**src/rtl/riscv_cache_line_fill.sv**
```systemverilog
// Cache line-fill engine: one BIU burst per miss, beats assembled into a full cache line.
// Define RISCV_CACHE_FILL_CRITWORD_EN for critical-word-first wrapping bursts.
module riscv_cache_line_fill #(
  parameter int unsigned XLEN       = 32,
  parameter int unsigned PLEN       = XLEN,
  parameter int unsigned BLOCK_SIZE = 32
) (
  input  logic                    clk_i,
  input  logic                    rst_i,
  input  logic                    fill_req_i,
  input  logic [PLEN-1:0]         fill_adr_i,
  output logic                    fill_busy_o,
  output logic                    filling_o,
  output logic                    biu_stb_o,
  input  logic                    biu_stb_ack_i,
  output logic [PLEN-1:0]         biu_adr_o,
  output logic                    biu_wrap_o,
  input  logic [XLEN-1:0]         biu_d_i,
  input  logic                    biu_d_ack_i,
  input  logic                    biu_err_i,
  output logic [BLOCK_SIZE*8-1:0] line_o,
  output logic                    line_ack_o,
  output logic                    line_err_o,
  output logic [XLEN-1:0]         crit_word_o,
  output logic                    crit_word_valid_o
);

  localparam int unsigned BLK_BITS  = BLOCK_SIZE * 8;
  localparam int unsigned BEATS     = BLK_BITS / XLEN;
  localparam int unsigned BEAT_BITS = $clog2(BEATS);
  localparam int unsigned OFF_BITS  = $clog2(BLOCK_SIZE);
  localparam int unsigned BYTE_BITS = $clog2(XLEN / 8);

  typedef enum logic [2:0] {IDLE, REQ, DATA, DONE, ERR} state_e;

  state_e                state_q, state_d;
  logic [BEAT_BITS-1:0]  idx_q, idx_d;
  logic [BEAT_BITS-1:0]  cnt_q, cnt_d;
  logic [PLEN-1:0]       adr_q, adr_d;
  logic [BLK_BITS-1:0]   line_q, line_d;
  logic                  busy_q, busy_d;
  logic                  filling_q, filling_d;
  logic                  stb_q, stb_d;
  logic                  wrap_q, wrap_d;
  logic                  ack_q, ack_d;
  logic                  err_q, err_d;
  logic [BEAT_BITS-1:0]  start_word_c;
  logic                  wrap_en_c;
  logic                  adr_unused;

`ifdef RISCV_CACHE_FILL_CRITWORD_EN
  assign start_word_c = fill_adr_i[OFF_BITS-1:BYTE_BITS];
  assign wrap_en_c    = 1'b1;
  assign adr_unused   = ^fill_adr_i[BYTE_BITS-1:0];
`else
  assign start_word_c = '0;
  assign wrap_en_c    = 1'b0;
  assign adr_unused   = ^fill_adr_i[OFF_BITS-1:0];
`endif

  // Next-state, beat assembly and registered-output decode
  always_comb begin
    state_d = state_q;
    idx_d   = idx_q;
    cnt_d   = cnt_q;
    adr_d   = adr_q;
    line_d  = line_q;
    case (state_q)
      IDLE: begin
        if (fill_req_i) begin
          state_d = REQ;
          idx_d   = start_word_c;
          cnt_d   = '0;
          adr_d   = {fill_adr_i[PLEN-1:OFF_BITS], start_word_c, BYTE_BITS'(0)};
        end
      end
      REQ: begin
        if (biu_stb_ack_i) state_d = DATA;
      end
      DATA: begin
        // A bus error wins over any beat presented in the same cycle.
        if (biu_err_i) begin
          state_d = ERR;
        end else if (biu_d_ack_i) begin
          for (int unsigned w = 0; w < BEATS; w++) begin
            if (idx_q == BEAT_BITS'(w)) line_d[w*XLEN +: XLEN] = biu_d_i;
          end
          idx_d = idx_q + BEAT_BITS'(1);
          cnt_d = cnt_q + BEAT_BITS'(1);
          if (cnt_q == BEAT_BITS'(BEATS - 1)) state_d = DONE;
        end
      end
      DONE:    state_d = IDLE;
      ERR:     state_d = IDLE;
      default: state_d = IDLE;
    endcase
    busy_d    = (state_d != IDLE);
    filling_d = (state_d == REQ) || (state_d == DATA) || (state_d == DONE);
    stb_d     = (state_d == REQ);
    wrap_d    = wrap_en_c && (state_d == REQ);
    ack_d     = (state_d == DONE);
    err_d     = (state_d == ERR);
  end

  always_ff @(posedge clk_i) begin
    if (rst_i) begin
      state_q   <= IDLE;
      idx_q     <= '0;
      cnt_q     <= '0;
      adr_q     <= '0;
      line_q    <= '0;
      busy_q    <= 1'b0;
      filling_q <= 1'b0;
      stb_q     <= 1'b0;
      wrap_q    <= 1'b0;
      ack_q     <= 1'b0;
      err_q     <= 1'b0;
    end else begin
      state_q   <= state_d;
      idx_q     <= idx_d;
      cnt_q     <= cnt_d;
      adr_q     <= adr_d;
      line_q    <= line_d;
      busy_q    <= busy_d;
      filling_q <= filling_d;
      stb_q     <= stb_d;
      wrap_q    <= wrap_d;
      ack_q     <= ack_d;
      err_q     <= err_d;
    end
  end

  assign fill_busy_o = busy_q;
  assign filling_o   = filling_q;
  assign biu_stb_o   = stb_q;
  assign biu_adr_o   = adr_q;
  assign biu_wrap_o  = wrap_q;
  assign line_o      = line_q;
  assign line_ack_o  = ack_q;
  assign line_err_o  = err_q;

`ifdef RISCV_CACHE_FILL_CRITWORD_EN
  logic            first_q, first_d;
  logic [XLEN-1:0] crit_q, crit_d;
  logic            crit_vld_q, crit_vld_d;

  // Capture the first good beat of each fill; the pulse lines up with its line_o write
  always_comb begin
    first_d    = first_q;
    crit_d     = crit_q;
    crit_vld_d = 1'b0;
    if (state_q == IDLE && fill_req_i) begin
      first_d = 1'b1;
    end else if (state_q == DATA && !biu_err_i && biu_d_ack_i && first_q) begin
      first_d    = 1'b0;
      crit_d     = biu_d_i;
      crit_vld_d = 1'b1;
    end
  end

  always_ff @(posedge clk_i) begin
    if (rst_i) begin
      first_q    <= 1'b0;
      crit_q     <= '0;
      crit_vld_q <= 1'b0;
    end else begin
      first_q    <= first_d;
      crit_q     <= crit_d;
      crit_vld_q <= crit_vld_d;
    end
  end

  assign crit_word_o       = crit_q;
  assign crit_word_valid_o = crit_vld_q;
`else
  assign crit_word_o       = '0;
  assign crit_word_valid_o = 1'b0;
`endif

endmodule
```
**config.mk**
```make
export PLATFORM = sky130hd
export DESIGN_NAME = riscv_cache_line_fill
export DESIGN_NICKNAME = d
export VERILOG_FILES = /design/src/rtl/riscv_cache_line_fill.sv
export SDC_FILE = /design/constraint.sdc
export NUM_CORES = 1
export LEC_CHECK = 0
export CAP_MARGIN = 40
export CORE_UTILIZATION = 30
export CTS_BUF_LIST = sky130_fd_sc_hd__clkbuf_2
export DETAILED_ROUTE_END_ITERATION = 16
export PLACE_DENSITY = 0.66
export SYNTH_ARGS = -nofsm -noshare
export SYNTH_HDL_FRONTEND = slang
export SYNTH_SLANG_ARGS = --single-unit
```
**constraint.sdc**
```tcl
create_clock -name clk_i -period 1.8 [get_ports clk_i]
set_clock_uncertainty 0.2 [all_clocks]
set_input_delay 0.27 -clock clk_i [delete_from_list [all_inputs] [get_ports clk_i]]
set_output_delay 0.27 -clock clk_i [all_outputs]
set_load 0.02 [all_outputs]
```
==> results.txt <==
reg2reg path depth - 5
Core Util, Final - 0.496
Layout area overhead - 62.2%
Cell Pwr Density - 667 nW/µm²
CP Launch Type - flip-flop
Worst Hold Path EP - state_q[2]
Final WS setup - -0.0997 ns
delay-heaviest family, CP - flip-flops
CTS Buf Count - 79
largest net degree at the start of global routing - 46
die height - 196 µm
DRC - 0
Synth Area in XOR/XNOR - 0
min cycle time layout - 1.90 ns
row cnt - 70
Hold Slack - 0.130 ns
setup TNS - -14.31 ns
Final ANT Viol Nets - 0
DIE AREA - 38300 µm²
Core Area - 36800 µm²
Max Slew Vio Count - 0
CTS Root Buffer Type - clkbuf_2
Final Instance Area - 18200 µm²
R2R Path End - biu_adr_o[9]
cells along the critical path - buf_6
Synth Register Bits - 297
outcome - finished, violations left
Max Fclk - 526 MHz
First-pass DRT Iterations - 4
DR vias/cell - 4.69
register area share after synthesis - 0.529
final net count - 1803
simple-gate share of the synthesized area - 0.149
Initial Util - 0.306
Yosys Warn Count - 0
WL final - 39500 µm
Cell Area, Placed - 15600 µm²
leak pwr - 8.60 nW
Worst path max stage delay - 0.36 ns
cells after synthesis - 1188
number of port buffers - 352
Mapped Area - 11200 µm²
clk slew on worst S/H paths - 0.11 ns
FF-to-FF setup slack - 0.07 ns
final worst-path cycle share - 1.06
mean routed wirelength per cell - 17.6 µm
peak supply drop - 0.000479 V
Synth Area in Compound Gates - 0.0770
clock sink count - 297
GRT overflow - 0
Hold Vio Cnt, Final - 0
RSZ-0062 raised after global routing - yes
vias in the first global route - 10600
Setup Viol. Count Final - 278
FF+latch area - 6320 µm²
CP arrival - 1.43 ns
RR Startpoint - state_q[1]
Post-DP HPWL - 26400 µm
# IOs - 397
RD Place Congestion - 0.781
chip width - 196 µm
mux cell area share after synthesis - 0.174
Setup crit end kind - primary output
clk_lat worst skew - 0.88 ns
Buf/Inv on CP - 1
WHS Path Cells - 4
critical path required time - 1.33 ns
fillers - 3371
Unique masters post-synth - 37
CTS Buffer Depth - 3
Synth Area per Inst - 9.47 µm²
max-cap check violation count - 0
global-route wire length before repair - 59000 µm
min-delay src - rst_i
All-Layer GR Usage - 0.199
worst setup path class - reg -> out
Synth Area in Adders - 0.00890
CTS tree - built
via count - 10500
Slowest cell on crit path - dfxtp_2
largest family of logic cells by synthesized area - multiplexers
drt initial violations - 411
failing checks - setup timing
worst-path fanout max - 2
hold crit path type - in -> reg
H-tree depth - 3
area occupied by multi-input gates - 4830 µm²
initial antenna violation count - 2
share of cells above drive strength 1 - 0.483
-- power by group --
group / switching [mW] / internal (mW) / total [mW]
clock: 2.73 / 1.65 / 4.37
combinational: 0.627 / 0.496 / 1.12
sequential: 0.0444 / 6.62 / 6.67
total: 3.40 / 8.77 / 12.2
-- cell usage in the layout, fill, tap and decap left out, drive strengths merged, types with 4 or more instances in the layout --
master / instances
nand3b: 4
nand3: 66
a21oi: 93
inv: 8
ha: 8
nand2: 287
mux2i: 196
nand4: 4
buf: 422
dfxtp: 297
clkdlybuf4s50: 62
o21ai: 65
clkbuf: 115
dlygate4sd3: 63
clkinv: 10
conb: 39
-- registers in the layout, indices dropped and copies added (netlist names) --
| register | count |
|---|---|
| biu_stb_o | 1 |
| line_err_o | 1 |
| fill_busy_o | 1 |
| line_ack_o | 1 |
| line_o | 256 |
| state_q | 3 |
| biu_adr_o | 27 |
| filling_o | 1 |
| cnt_q | 3 |
| idx_q | 3 |
-- synth_stat cells --
library cell    n  share of area
a211oi_1        3         0.0020
a21boi_0        1        0.00067
a21boi_2        1         0.0010
a21o_1          1        0.00067
a21oi_1        93          0.041
a31oi_1         1        0.00056
and2_1          2         0.0011
and3_1          1        0.00056
and3b_1         2         0.0016
buf_2          29          0.013
buf_4          42          0.028
clkbuf_1       60          0.020
clkinv_1        1        0.00033
conb_1          1        0.00033
dfxtp_1       297           0.53
ha_1            8         0.0089
inv_1           3         0.0010
mux2i_1       196           0.17
nand2_1       287          0.096
nand2b_1        3         0.0017
nand3_1        66          0.029
nand3b_1        4         0.0027
nand4_1         1        0.00056
nand4_2         3         0.0033
nand4b_1        1        0.00078
nor2_1          2        0.00067
nor2b_1         3         0.0017
nor3b_1         2         0.0013
nor3b_4         1         0.0017
nor4b_2         1         0.0013
nor4b_4         1         0.0021
o21ai_0        65          0.029
o21bai_1        1        0.00067
o22ai_1         2         0.0011
or3b_1          1        0.00078
or3b_2          1        0.00078
or4b_1          1        0.00089
-- final cells by class --
type,instances,area share
timing repair buffer,549,0.321
clock inverter,14,0.00295
antenna,3,0.000411
clock buffer,113,0.0310
tap,468,0.0321
inverter,4,0.00110
sequential,297,0.346
multi-input combinational,794,0.265
-- repair_timing --
action                                   CTS  global route
pin swaps                                  0             2
hold buffers                              63             0
buffers inserted                          25            47
gates cloned                               0             2
resized for setup                       2035            20
hold endpoints to repair                 297             0
endpoints found under the setup margin   289           358
-- stage by stage --
| step | instances | power [mW] | setup WS, ns |
|---|---|---|---|
| final | 2242 | 12.2 | -0.0997 |
| after CTS | 2191 | 12.4 | -0.233 |
| after floorplan | 1226 | 7.34 | 0.0247 |
| after detailed placement | 1976 | 7.78 | -0.417 |
| after global routing | 2242 | 12.8 | -0.251 |
| after global placement | 1976 | 7.77 | -0.392 |
-- cells by family (layout without fill, tap and decap cells) --
family          Yosys count  count (layout)
simple gates            383             383
compound gates          168             168
flops                   297             297
buf+inv                 135             680
fa+ha+maj                 8               8
other cells               1              42
mux                     196             196
-- how the worst max path moves through the flow --
| stage | from | depth (start not counted) | end |
|---|---|---|---|
| 2_1_floorplan | state_q[2] | 6 | biu_adr_o[11] |
| 3_3_place_gp | biu_err_i | 5 | line_ack_o |
| 3_5_place_dp | biu_err_i | 5 | line_ack_o |
| 4_1_cts | line_o[240] | 1 | line_o[240] |
| 5_1_grt | line_o[243] | 1 | line_o[243] |
| 6_report | line_o[211] | 1 | line_o[211] |
-- per-layer routing --
metal | global-route usage | vias up | routed length [µm]
met2 | 0.348 | 345 | 20100
met5 | 0 | - | 0
li1 | - | 5037 | -
met1 | 0.222 | 5063 | 15800
met3 | 0.0615 | 79 | 2460
met4 | 0.0863 | 0 | 1170
Note: power is estimated with default switching activity, not from simulation.
